==> src/rtl/alu_pkg.sv <==
// Shared definitions for the sequential ALU: opcodes, flag bit positions, FSM states.
package alu_pkg;

  localparam logic [3:0] OP_ADD = 4'd0;
  localparam logic [3:0] OP_SUB = 4'd1;
  localparam logic [3:0] OP_AND = 4'd2;
  localparam logic [3:0] OP_OR  = 4'd3;
  localparam logic [3:0] OP_XOR = 4'd4;
  localparam logic [3:0] OP_NOT = 4'd5;
  localparam logic [3:0] OP_SHL = 4'd6;
  localparam logic [3:0] OP_SHR = 4'd7;
  localparam logic [3:0] OP_ASR = 4'd8;
  localparam logic [3:0] OP_MUL = 4'd9;
  localparam logic [3:0] OP_CMP = 4'd10;

  localparam int FLG_C = 3;
  localparam int FLG_V = 2;
  localparam int FLG_Z = 1;
  localparam int FLG_N = 0;

  // EXEC is the one cycle in which a single-cycle op is evaluated from the captured operands.
  typedef enum logic [1:0] {
    ST_IDLE = 2'd0,
    ST_EXEC = 2'd1,
    ST_MUL  = 2'd2,
    ST_DONE = 2'd3
  } state_t;

  function automatic logic [3:0] pack_flags(input logic c, input logic v,
                                            input logic z, input logic n);
    logic [3:0] f;
    f        = '0;
    f[FLG_C] = c;
    f[FLG_V] = v;
    f[FLG_Z] = z;
    f[FLG_N] = n;
    return f;
  endfunction

endpackage

==> src/rtl/alu_mul_iter.sv <==
// Iterative shift-add unsigned multiplier: one multiplier bit per cycle, WIDTH cycles.
module alu_mul_iter #(
  parameter int WIDTH = 8,
  parameter int SHW   = 3
) (
  input  logic                 clk,
  input  logic                 rst_n,
  input  logic                 start,
  input  logic [WIDTH-1:0]     a,
  input  logic [WIDTH-1:0]     b,
  output logic                 done,
  output logic [2*WIDTH-1:0]   prod
);

  logic [2*WIDTH-1:0] r_mcand;
  logic [2*WIDTH-1:0] r_acc;
  logic [WIDTH-1:0]   r_mplier;
  logic [SHW-1:0]     r_cnt;
  logic               r_busy;
  logic               r_done;

  // Iteration control; done is a one-cycle pulse after the last partial product is added.
  always_ff @(posedge clk) begin
    if (!rst_n) begin
      r_busy <= 1'b0;
      r_done <= 1'b0;
      r_cnt  <= '0;
    end else begin
      r_done <= 1'b0;
      if (start) begin
        r_busy <= 1'b1;
        r_cnt  <= '0;
      end else if (r_busy) begin
        r_cnt <= r_cnt + 1'b1;
        if (r_cnt == SHW'(WIDTH - 1)) begin
          r_busy <= 1'b0;
          r_done <= 1'b1;
        end
      end
    end
  end

  // Shift-add datapath: accumulate the shifted multiplicand when the current multiplier bit is set.
  always_ff @(posedge clk) begin
    if (start) begin
      r_mcand  <= {{WIDTH{1'b0}}, a};
      r_mplier <= b;
      r_acc    <= '0;
    end else if (r_busy) begin
      if (r_mplier[0]) r_acc <= r_acc + r_mcand;
      r_mcand  <= r_mcand << 1;
      r_mplier <= r_mplier >> 1;
    end
  end

  assign done = r_done;
  assign prod = r_acc;

endmodule

==> src/rtl/alu_seq.sv <==
// Multi-cycle ALU with valid/ready handshake, iterative multiply and a registered C/V/Z/N flag file.
module alu_seq
  import alu_pkg::*;
#(
  parameter int WIDTH = 8,
  parameter int SHW   = 3
) (
  input  logic             clk,
  input  logic             rst_n,
  input  logic             in_valid,
  output logic             in_ready,
  input  logic [3:0]       op,
  input  logic [WIDTH-1:0] a,
  input  logic [WIDTH-1:0] b,
  input  logic             use_carry,
  output logic             out_valid,
  input  logic             out_ready,
  output logic [WIDTH-1:0] result,
  output logic [WIDTH-1:0] result_hi,
  output logic [3:0]       flags
);

  // Shift amounts above WIDTH+1 behave like WIDTH+1: everything shifted out, last bit out is fill.
  localparam logic [WIDTH-1:0] AMT_LIM = WIDTH'(WIDTH + 1);
  localparam logic [SHW:0]     AMT_MAX = (SHW + 1)'(WIDTH + 1);

  state_t             r_state;
  logic [3:0]         r_op;
  logic [WIDTH-1:0]   r_a;
  logic [WIDTH-1:0]   r_b;
  logic               r_cin;
  logic [WIDTH-1:0]   r_res;
  logic [WIDTH-1:0]   r_res_hi;
  logic [3:0]         r_flags;

  logic               w_accept;
  logic               w_mul_start;
  logic               w_mul_done;
  logic [2*WIDTH-1:0] w_prod;
  logic [3:0]         w_mul_flags;

  logic               w_is_sub;
  logic [WIDTH-1:0]   w_bop;
  logic [WIDTH:0]     w_sum;
  logic               w_add_v;
  logic [SHW:0]       w_amt;
  logic [WIDTH:0]     w_shl;
  logic [WIDTH:0]     w_shr;
  logic signed [WIDTH:0] w_asr;

  logic [WIDTH-1:0]   w_res;
  logic [WIDTH-1:0]   w_zn;
  logic               w_c;
  logic               w_v;
  logic [3:0]         w_flags;

  assign w_accept    = (r_state == ST_IDLE) && in_valid;
  assign w_mul_start = w_accept && (op == OP_MUL);

  alu_mul_iter #(
    .WIDTH (WIDTH),
    .SHW   (SHW)
  ) u_mul (
    .clk   (clk),
    .rst_n (rst_n),
    .start (w_mul_start),
    .a     (a),
    .b     (b),
    .done  (w_mul_done),
    .prod  (w_prod)
  );

  assign w_mul_flags = pack_flags(|w_prod[2*WIDTH-1:WIDTH], 1'b0,
                                  (w_prod[WIDTH-1:0] == '0), w_prod[WIDTH-1]);

  // Adder shared by ADD/SUB/CMP; subtraction is a + ~b + cin.
  assign w_is_sub = (r_op == OP_SUB) || (r_op == OP_CMP);
  assign w_bop    = w_is_sub ? ~r_b : r_b;
  assign w_sum    = {1'b0, r_a} + {1'b0, w_bop} + {{WIDTH{1'b0}}, r_cin};
  assign w_add_v  = (r_a[WIDTH-1] == w_bop[WIDTH-1]) && (w_sum[WIDTH-1] != r_a[WIDTH-1]);

  // Shifters carry one extra bit so the last bit shifted out falls out as the carry.
  assign w_amt = (r_b > AMT_LIM) ? AMT_MAX : r_b[SHW:0];
  assign w_shl = {1'b0, r_a} << w_amt;
  assign w_shr = {r_a, 1'b0} >> w_amt;
  assign w_asr = $signed({r_a, 1'b0}) >>> w_amt;

  // Single-cycle result and flag selection from the captured operands.
  always_comb begin
    w_res = '0;
    w_c   = 1'b0;
    w_v   = 1'b0;
    case (r_op)
      OP_ADD, OP_SUB: begin
        w_res = w_sum[WIDTH-1:0];
        w_c   = w_sum[WIDTH];
        w_v   = w_add_v;
      end
      OP_CMP: begin
        w_c = w_sum[WIDTH];
        w_v = w_add_v;
      end
      OP_AND: w_res = r_a & r_b;
      OP_OR:  w_res = r_a | r_b;
      OP_XOR: w_res = r_a ^ r_b;
      OP_NOT: w_res = ~r_a;
      OP_SHL: begin
        w_res = w_shl[WIDTH-1:0];
        w_c   = w_shl[WIDTH];
      end
      OP_SHR: begin
        w_res = w_shr[WIDTH:1];
        w_c   = w_shr[0];
      end
      OP_ASR: begin
        w_res = w_asr[WIDTH:1];
        w_c   = w_asr[0];
      end
      default: begin
        w_res = '0;
      end
    endcase
    w_zn    = (r_op == OP_CMP) ? w_sum[WIDTH-1:0] : w_res;
    w_flags = pack_flags(w_c, w_v, (w_zn == '0), w_zn[WIDTH-1]);
  end

  // Control FSM and flag file; flags only move on entry to DONE.
  always_ff @(posedge clk) begin
    if (!rst_n) begin
      r_state <= ST_IDLE;
      r_flags <= '0;
    end else begin
      case (r_state)
        ST_IDLE: begin
          if (in_valid) r_state <= (op == OP_MUL) ? ST_MUL : ST_EXEC;
        end
        ST_EXEC: begin
          r_state <= ST_DONE;
          r_flags <= w_flags;
        end
        ST_MUL: begin
          if (w_mul_done) begin
            r_state <= ST_DONE;
            r_flags <= w_mul_flags;
          end
        end
        ST_DONE: begin
          if (out_ready) r_state <= ST_IDLE;
        end
        default: r_state <= ST_IDLE;
      endcase
    end
  end

  // Operand capture at acceptance and result latch on completion; held while DONE waits.
  always_ff @(posedge clk) begin
    if (w_accept) begin
      r_op  <= op;
      r_a   <= a;
      r_b   <= b;
      r_cin <= use_carry ? r_flags[FLG_C] : ((op == OP_SUB) || (op == OP_CMP));
    end
    if (r_state == ST_EXEC) begin
      r_res    <= w_res;
      r_res_hi <= '0;
    end
    if ((r_state == ST_MUL) && w_mul_done) begin
      r_res    <= w_prod[WIDTH-1:0];
      r_res_hi <= w_prod[2*WIDTH-1:WIDTH];
    end
  end

  assign in_ready  = (r_state == ST_IDLE);
  assign out_valid = (r_state == ST_DONE);
  assign result    = out_valid ? r_res : '0;
  assign result_hi = out_valid ? r_res_hi : '0;
  assign flags     = r_flags;

endmodule

==> config.mk <==
export PLATFORM = sky130hd
export DESIGN_NAME = alu_seq
export DESIGN_NICKNAME = d
export VERILOG_FILES = /design/src/rtl/alu_pkg.sv /design/src/rtl/alu_mul_iter.sv /design/src/rtl/alu_seq.sv
export SDC_FILE = /design/constraint.sdc
export NUM_CORES = 1
export LEC_CHECK = 0
export CAP_MARGIN = 20
export CORE_MARGIN = 5
export CORE_UTILIZATION = 40
export CTS_CLUSTER_DIAMETER = 40
export DETAILED_ROUTE_END_ITERATION = 16
export GPL_TIMING_DRIVEN = 0
export PLACE_DENSITY = 0.61
export SLEW_MARGIN = 20
export SYNTH_ARGS = -nofsm -noshare
export SYNTH_HDL_FRONTEND = slang
export SYNTH_HIERARCHICAL = 1
export SYNTH_SLANG_ARGS = --single-unit
==> constraint.sdc <==
create_clock -name clk -period 3.8 [get_ports clk]
set_input_delay 0.38 -clock clk [delete_from_list [all_inputs] [get_ports clk]]
set_output_delay 0.38 -clock clk [all_outputs]
set_load 0.005 [all_outputs]
### Word-level counts from Yosys, hierarchy flattened

Cells that the tools add are included.
W data, S select, Z words.

* bits in writable memories: 0
* ROM bits: 0
* bits in latches: 0
* output and inout port bits: 22
* input port bits: 25
* word-level logic and storage cells: 100
* memories kept: 0
* flip-flop bits (word level): 88

* equality and inequality tests: 21
* $add $sub $neg: 4
* bitwise logic cells: 7
* mux-type cells: 28
* divide/modulo/power cells: 0
* reductions and logical operators: 21
* shift operators: 3
* order comparisons: 1
* $mul: 0

Operators with widths (count)
* $mux W8: 12
* $pmux W8 S8: 1
* $add A16 B16 Y16: 1
* $eq A4 B3 Y1 const B: 4
* $eq A4 B4 Y1 const B: 4
* $logic_not A8 Y1: 2
* $not A8 Y8: 2
* $add A8 B8 Y9: 1
* $add A9 B1 Y9: 1
* $shl A8 B4 Y9: 1
* $shr A9 B4 Y9: 1
* $sshr A9 B4 Y9: 1
* $and A8 B8 Y8: 1
* $eq A4 B1 Y1 const B: 2
* $eq A4 B2 Y1 const B: 2
* $gt A8 B4 Y1 const B: 1
* $mux W2: 4
* $mux W4: 2
* $or A8 B8 Y8: 1
* $pmux W2 S4: 1
* $pmux W4 S2: 1
* $reduce_or A8 Y1: 1
* $xor A8 B8 Y8: 1
* $mux W1: 6
* other kinds (19): 31

### Longest topological paths before layout

* depth after elaboration: 9
* depth in mapped cells: 17
* depth with buffers taken out: 15

### Cells and area by module

The synthesis kept the hierarchy.

Modules (own cells, without submodules)
* alu_seq: times used 1, sequential area each 1231.2 sq um, cells an instance 413, area each 3781.1 sq um
* alu_mul_iter: times used 1, sequential area each 1061.0 sq um, cells an instance 255, area each 2532.4 sq um

### Least setup slack after synthesis

Ideal clock, no wire load.

* path kind: register to register
* start: register r_op[0]
* end: register r_flags[1] (netlist: flags[1])
* required time: 3740 ps
* slack: -301 ps
* buffers on the path: 2
* arrival: 4040 ps
* cell stages (with the launch flop): 18
* library setup time: 60 ps
* period minus slack after synthesis: 4101 ps
* path through: edfxtp_1 clkbuf_1 buf_1 nor3b_1 and2_1 a21oi_1 xnor2_1 fa_1 inv_1 fa_1 nand3_1 a21boi_0 o21ai_0 or3b_2 o21ai_0 o211ai_1 nor4b_1 a32o_1

* word-level cells in the longest chain between the ends: 9
* elaborated cells between the ends (all ways): 19
* classes of those cells: add/sub: 2; eq/ne: 9; mux: 4; reduce/logical: 4

Ends and longest elaborated chain
* start: declaration: RTL line alu_seq.sv:28 `logic [3:0] r_op;`
* start signal: assignment: RTL line alu_seq.sv:158 `r_op <= op;`
* $eq A4 B1 Y1 or $eq A4 B4 Y1 (tied branches): RTL line alu_seq.sv:77, alu_seq.sv:93, alu_seq.sv:123
* $logic_or A1 B1 Y1: RTL line alu_seq.sv:77 `assign w_is_sub = (r_op == OP_SUB) || (r_op == OP_CMP);`
* $mux W8: RTL line alu_seq.sv:78 `assign w_bop = w_is_sub ? ~r_b : r_b;`
* $add A8 B8 Y9: RTL line alu_seq.sv:79 `assign w_sum = {1'b0, r_a} + {1'b0, w_bop} + {{WIDTH{1'b0}}, r_cin};`
* $add A9 B1 Y9: RTL line alu_seq.sv:79
* $pmux W8 S8: RTL line alu_seq.sv:93 `case (r_op)`
* $mux W8 (*): RTL line alu_seq.sv:123 `w_zn = (r_op == OP_CMP) ? w_sum[WIDTH-1:0] : w_res;`
* $logic_not A8 Y1 (*): RTL line alu_seq.sv:124 `w_flags = pack_flags(w_c, w_v, (w_zn == '0), w_zn[WIDTH-1]);`
* $pmux W4 S2 (*): RTL line alu_seq.sv:133 `case (r_state)`
* end signal: assignment: RTL line alu_seq.sv:139 `r_flags <= w_flags;`
* end signal: assignment: RTL line alu_seq.sv:144 `r_flags <= w_mul_flags;`
* end: declaration: RTL line alu_seq.sv:34 `logic [3:0] r_flags;`

Mark *: on every way between the ends. The rest lies on a longest branch, timed or not.
A chain may end at the register's enable or synchronous reset.

### Worst setup path in the final report

* start: register r_op[3]
* end: register r_flags[1] (netlist: flags[1])

The elaborated chain is that of the path after synthesis.

==> key figures <==
Outcome
  • Outcome: finished, final reports clean

Critical path
  • CP arrival: around 4 ns
  • CP startpoint kind: flop
  • CP endpoint kind: flop
  • CP Class: flop to flop
  • Worst EP required: approximately 4 ns
  • Reg-to-reg critical path startpoint: r_op[3]
  • CP Cell Sequence: buf_4, nor3b_2, and2_4, a21oi_4, xnor2_2, fa_2, inv_1, fa_1, nand3_1, a21boi_0, o21ai_0, or3b_2, o21ai_2, o211ai_1, nor4b_2, a32o_2
  • Worst-path maximum fanout: 10
  • CP max stage cell: or3b_2
  • R2R depth: 16
  • Reg2Reg Capture Point: flags[1]
  • R2R setup slack: 0.09 ns
  • Crit path buf inv count: 2
  • Critical path's top delay family: simple AND/OR/NAND/NOR gates
  • Max incr delay on CP: approximately 0.47 ns

Cells and area
  • Register Area: 0.00229 mm²
  • Filler cells: 1536
  • Area occupied by multi-input gates: just under 0.004 mm²
  • Fraction of layout cells with a size suffix above 1: between 10% and 20%
  • Area grow syn2layout: 18.8%
  • Ant diodes: 0
  • Final #Nets: 806
  • Post-layout instance area: 0.00750 mm²
  • Fin util: about 48%

Synth
  • Flops & latches, synth: between 80 and 90
  • List of most frequent post-synthesis cells: edfxtp_1 (53), nor2_1 (47), ha_1 (44), a21oi_1 (38), nand2_1 (36)
  • Synth top area cells: edfxtp_1 (25%), dfxtp_1 (11%), ha_1 (8.7%)
  • Mapped Cells: roughly 670
  • Most common flop cell mapped by yosys: edfxtp_1
  • Sequential share of the synthesized area: a little over a third
  • Cell area after synthesis: between 0.006 and 0.007 mm²
  • Share of synthesized flip-flops with an asynchronous set or reset: 0%
  • YS warnings: 6
  • Post-synth cell types: approximately 80
  • Dominant cell type by area after synthesis: edfxtp_1
  • Cell with the most instances after synthesis: edfxtp_1
  • Number of synthesized flops with an enable pin: 53
  • Post-synth top area share: 25.2%
  • Syn nets: 740
  • Syn avg cell area: ~9.5 µm²

Floorplan
  • Die Wd: approximately 140 µm
  • Row cnt: 46
  • Die Area: around 0.018 mm²
  • Initial core utilization: roughly 40%
  • Core area: between 0.015 and 0.02 mm²
  • Chip height: 136 µm
  • Top Ports: between 40 and 50

Timing
  • Crit share post-route: 97.5%
  • Tmin final: 3.71 ns
  • Final Hold Viols: 0
  • Worst-Margin Slew: 1.05 ns
  • Final setup vio count: 0
  • Layout Skew: between 0.01 and 0.015 ns
  • FMAX: roughly 270 MHz
  • Final Slew Violations: 0
  • Max_slew headroom: between 20% and 30%

Placement
  • Port bufs: between 40 and 50
  • Placed instance area: ~0.007 mm²
  • HPWL after DPL: ~14 mm
  • Gpl congestion: just under 1

Global route
  • Vias in the first global route: roughly 5400
  • GRT overflow: 0
  • GRT Total Usage: 20.5%
  • First-pass GRT wire length: between 20 and 30 mm
  • Initial antenna violation count: 0
  • Largest net degree at the start of global routing: 22

Drt
  • Vias: roughly 5500
  • DRT iter0 DRCs: approximately 560
  • DRC Markers: 0
  • Drt wl/cell: between 15 and 20 µm
  • Vias/cell: 5.77
  • WL final: around 18 mm
  • DR pass1 iterations: 5
  • Antenna Nets Post-Route: 0

Clocking
  • Max H-tree Level: 3
  • Clock root buffer: clkbuf_16
  • Later-pin clock latency in the skew report: around 0.35 ns
  • Number of hold buffers added after cts: 0
  • Inserted Clock Buffers: 9
  • Maximum clock path buffer count: 2
  • Clock slew at reported path FFs: around 0.07 ns
  • CTS tree: built
  • CTS sink cnt: 88

Pwr
  • Maximum vdd drop: between 300 and 400 µV
  • Cell area power density: between 600 and 700 mW/mm²
  • Leakage: around 2.9 nW

Hold path
  • Worst Hold End: u_mul/r_cnt[2]
  • HP Class: flop to flop
  • Hold path start: u_mul/r_cnt[2]
  • Hold Path Cell Cnt: 2

Job
  • Max-Cap Viols: 0
-- flip-flops by register name, summed over array words and instances, names as in the netlist --
name and flops:
flags 4, r_a 8, r_b 8, r_cin 1, r_op 4, r_res 8, r_res_hi 8, r_state 2
u_mul/done 1, u_mul/prod 16, u_mul/r_busy 1, u_mul/r_cnt 3, u_mul/r_mcand 16, u_mul/r_mplier 8
-- metal layers --
layer  wire [µm]  global-route usage [%]  up-vias
met3        1090                    3.53       35
met1        8600                    29.0     2625
met2        8320                    31.9      203
met4         431                    7.00        0
li1            -                       -     2649
met5           0                       0        -
-- where the power goes --
part           leakage [nW]  internal [mW]  switching (mW)
sequential            0.788           1.30           0.298
clock                 0.151          0.530           0.374
combinational          2.00          0.961            1.33
total                  2.94           2.80            2.00
-- placed cells by master, fill, tap and decap left out, types with 8 or more instances in the layout --
| cell | n |
|---|---|
| mux2i_1 | 27 |
| ha_1 | 44 |
| nor3_1 | 15 |
| and2_1 | 26 |
| clkdlybuf4s50_1 | 46 |
| o21ai_0 | 30 |
| nand3_1 | 26 |
| nand2b_1 | 11 |
| clkbuf_1 | 15 |
| o211ai_1 | 9 |
| inv_1 | 33 |
| and3_1 | 18 |
| clkbuf_16 | 9 |
| xnor2_1 | 12 |
| mux2_2 | 19 |
| a21o_1 | 9 |
| edfxtp_1 | 53 |
| nor2_1 | 47 |
| buf_4 | 13 |
| nand2_1 | 36 |
| nor2b_1 | 8 |
| dfxtp_1 | 35 |
| a21oi_1 | 37 |
-- tightest hold or removal path, cell delays in order, from the launching register on --
cell     delay [ns]
dfxtp_1        0.34
mux2i_1        0.07
nor2_1         0.07
-- kinds of logic after synthesis --
group / after synthesis / synth area share (%)
flip-flops: 88 / 36.3
multiplexers: 47 / 8.03
buffers and inverters: 62 / 3.88
adder cells (fa/ha/maj): 47 / 9.67
XOR/XNOR: 18 / 2.50
AND/OR/NAND/NOR: 230 / 19.8
AO/OA/AOI/OAI: 176 / 19.8
-- layout make-up --
cell class / instances / share of cell area [%]
plain buffers: 28 / 1.74
well taps: 216 / 3.60
repair buffers: 56 / 7.14
multi-input cells: 518 / 51.2
clock buffers: 10 / 3.19
flip-flops and latches: 88 / 30.6
clock inverters: 6 / 0.868
inverters: 33 / 1.65
-- how the worst max path moves through the flow --
stage | slack [ns] | start | cells past startpoint | to
detailed placement | -0.88 | r_op[2] | 15 | flags[1]
floorplan | 0.004 | r_op[1] | 15 | flags[1]
global route | -0.0005 | r_op[3] | 16 | flags[1]
finish | 0.09 | r_op[3] | 16 | flags[1]
global placement | -0.77 | r_op[2] | 15 | flags[1]
CTS | 0.01 | r_op[0] | 16 | flags[1]
-- through the flow --
step,std cells,hold WS [ns],TNS (ns),power (mW),worst slack [ns]
after floorplan,668,0.462,0,3.08,0.00443
after global placement,930,0.479,-4.70,3.72,-0.769
after detailed placement,930,0.509,-5.22,3.77,-0.883
after CTS,952,0.527,0,4.72,0.0113
after global routing,955,0.559,-0.000479,5.13,-0.000479
final,955,0.521,0,4.80,0.0949
-- repair_timing --
item | in CTS | in global routing
resized for setup | 11 | 11
pin swaps | 3 | 3
endpoints found under the setup margin | 11 | 4
setup buffers | 7 | 3
Power figures use the tool's default switching activity.
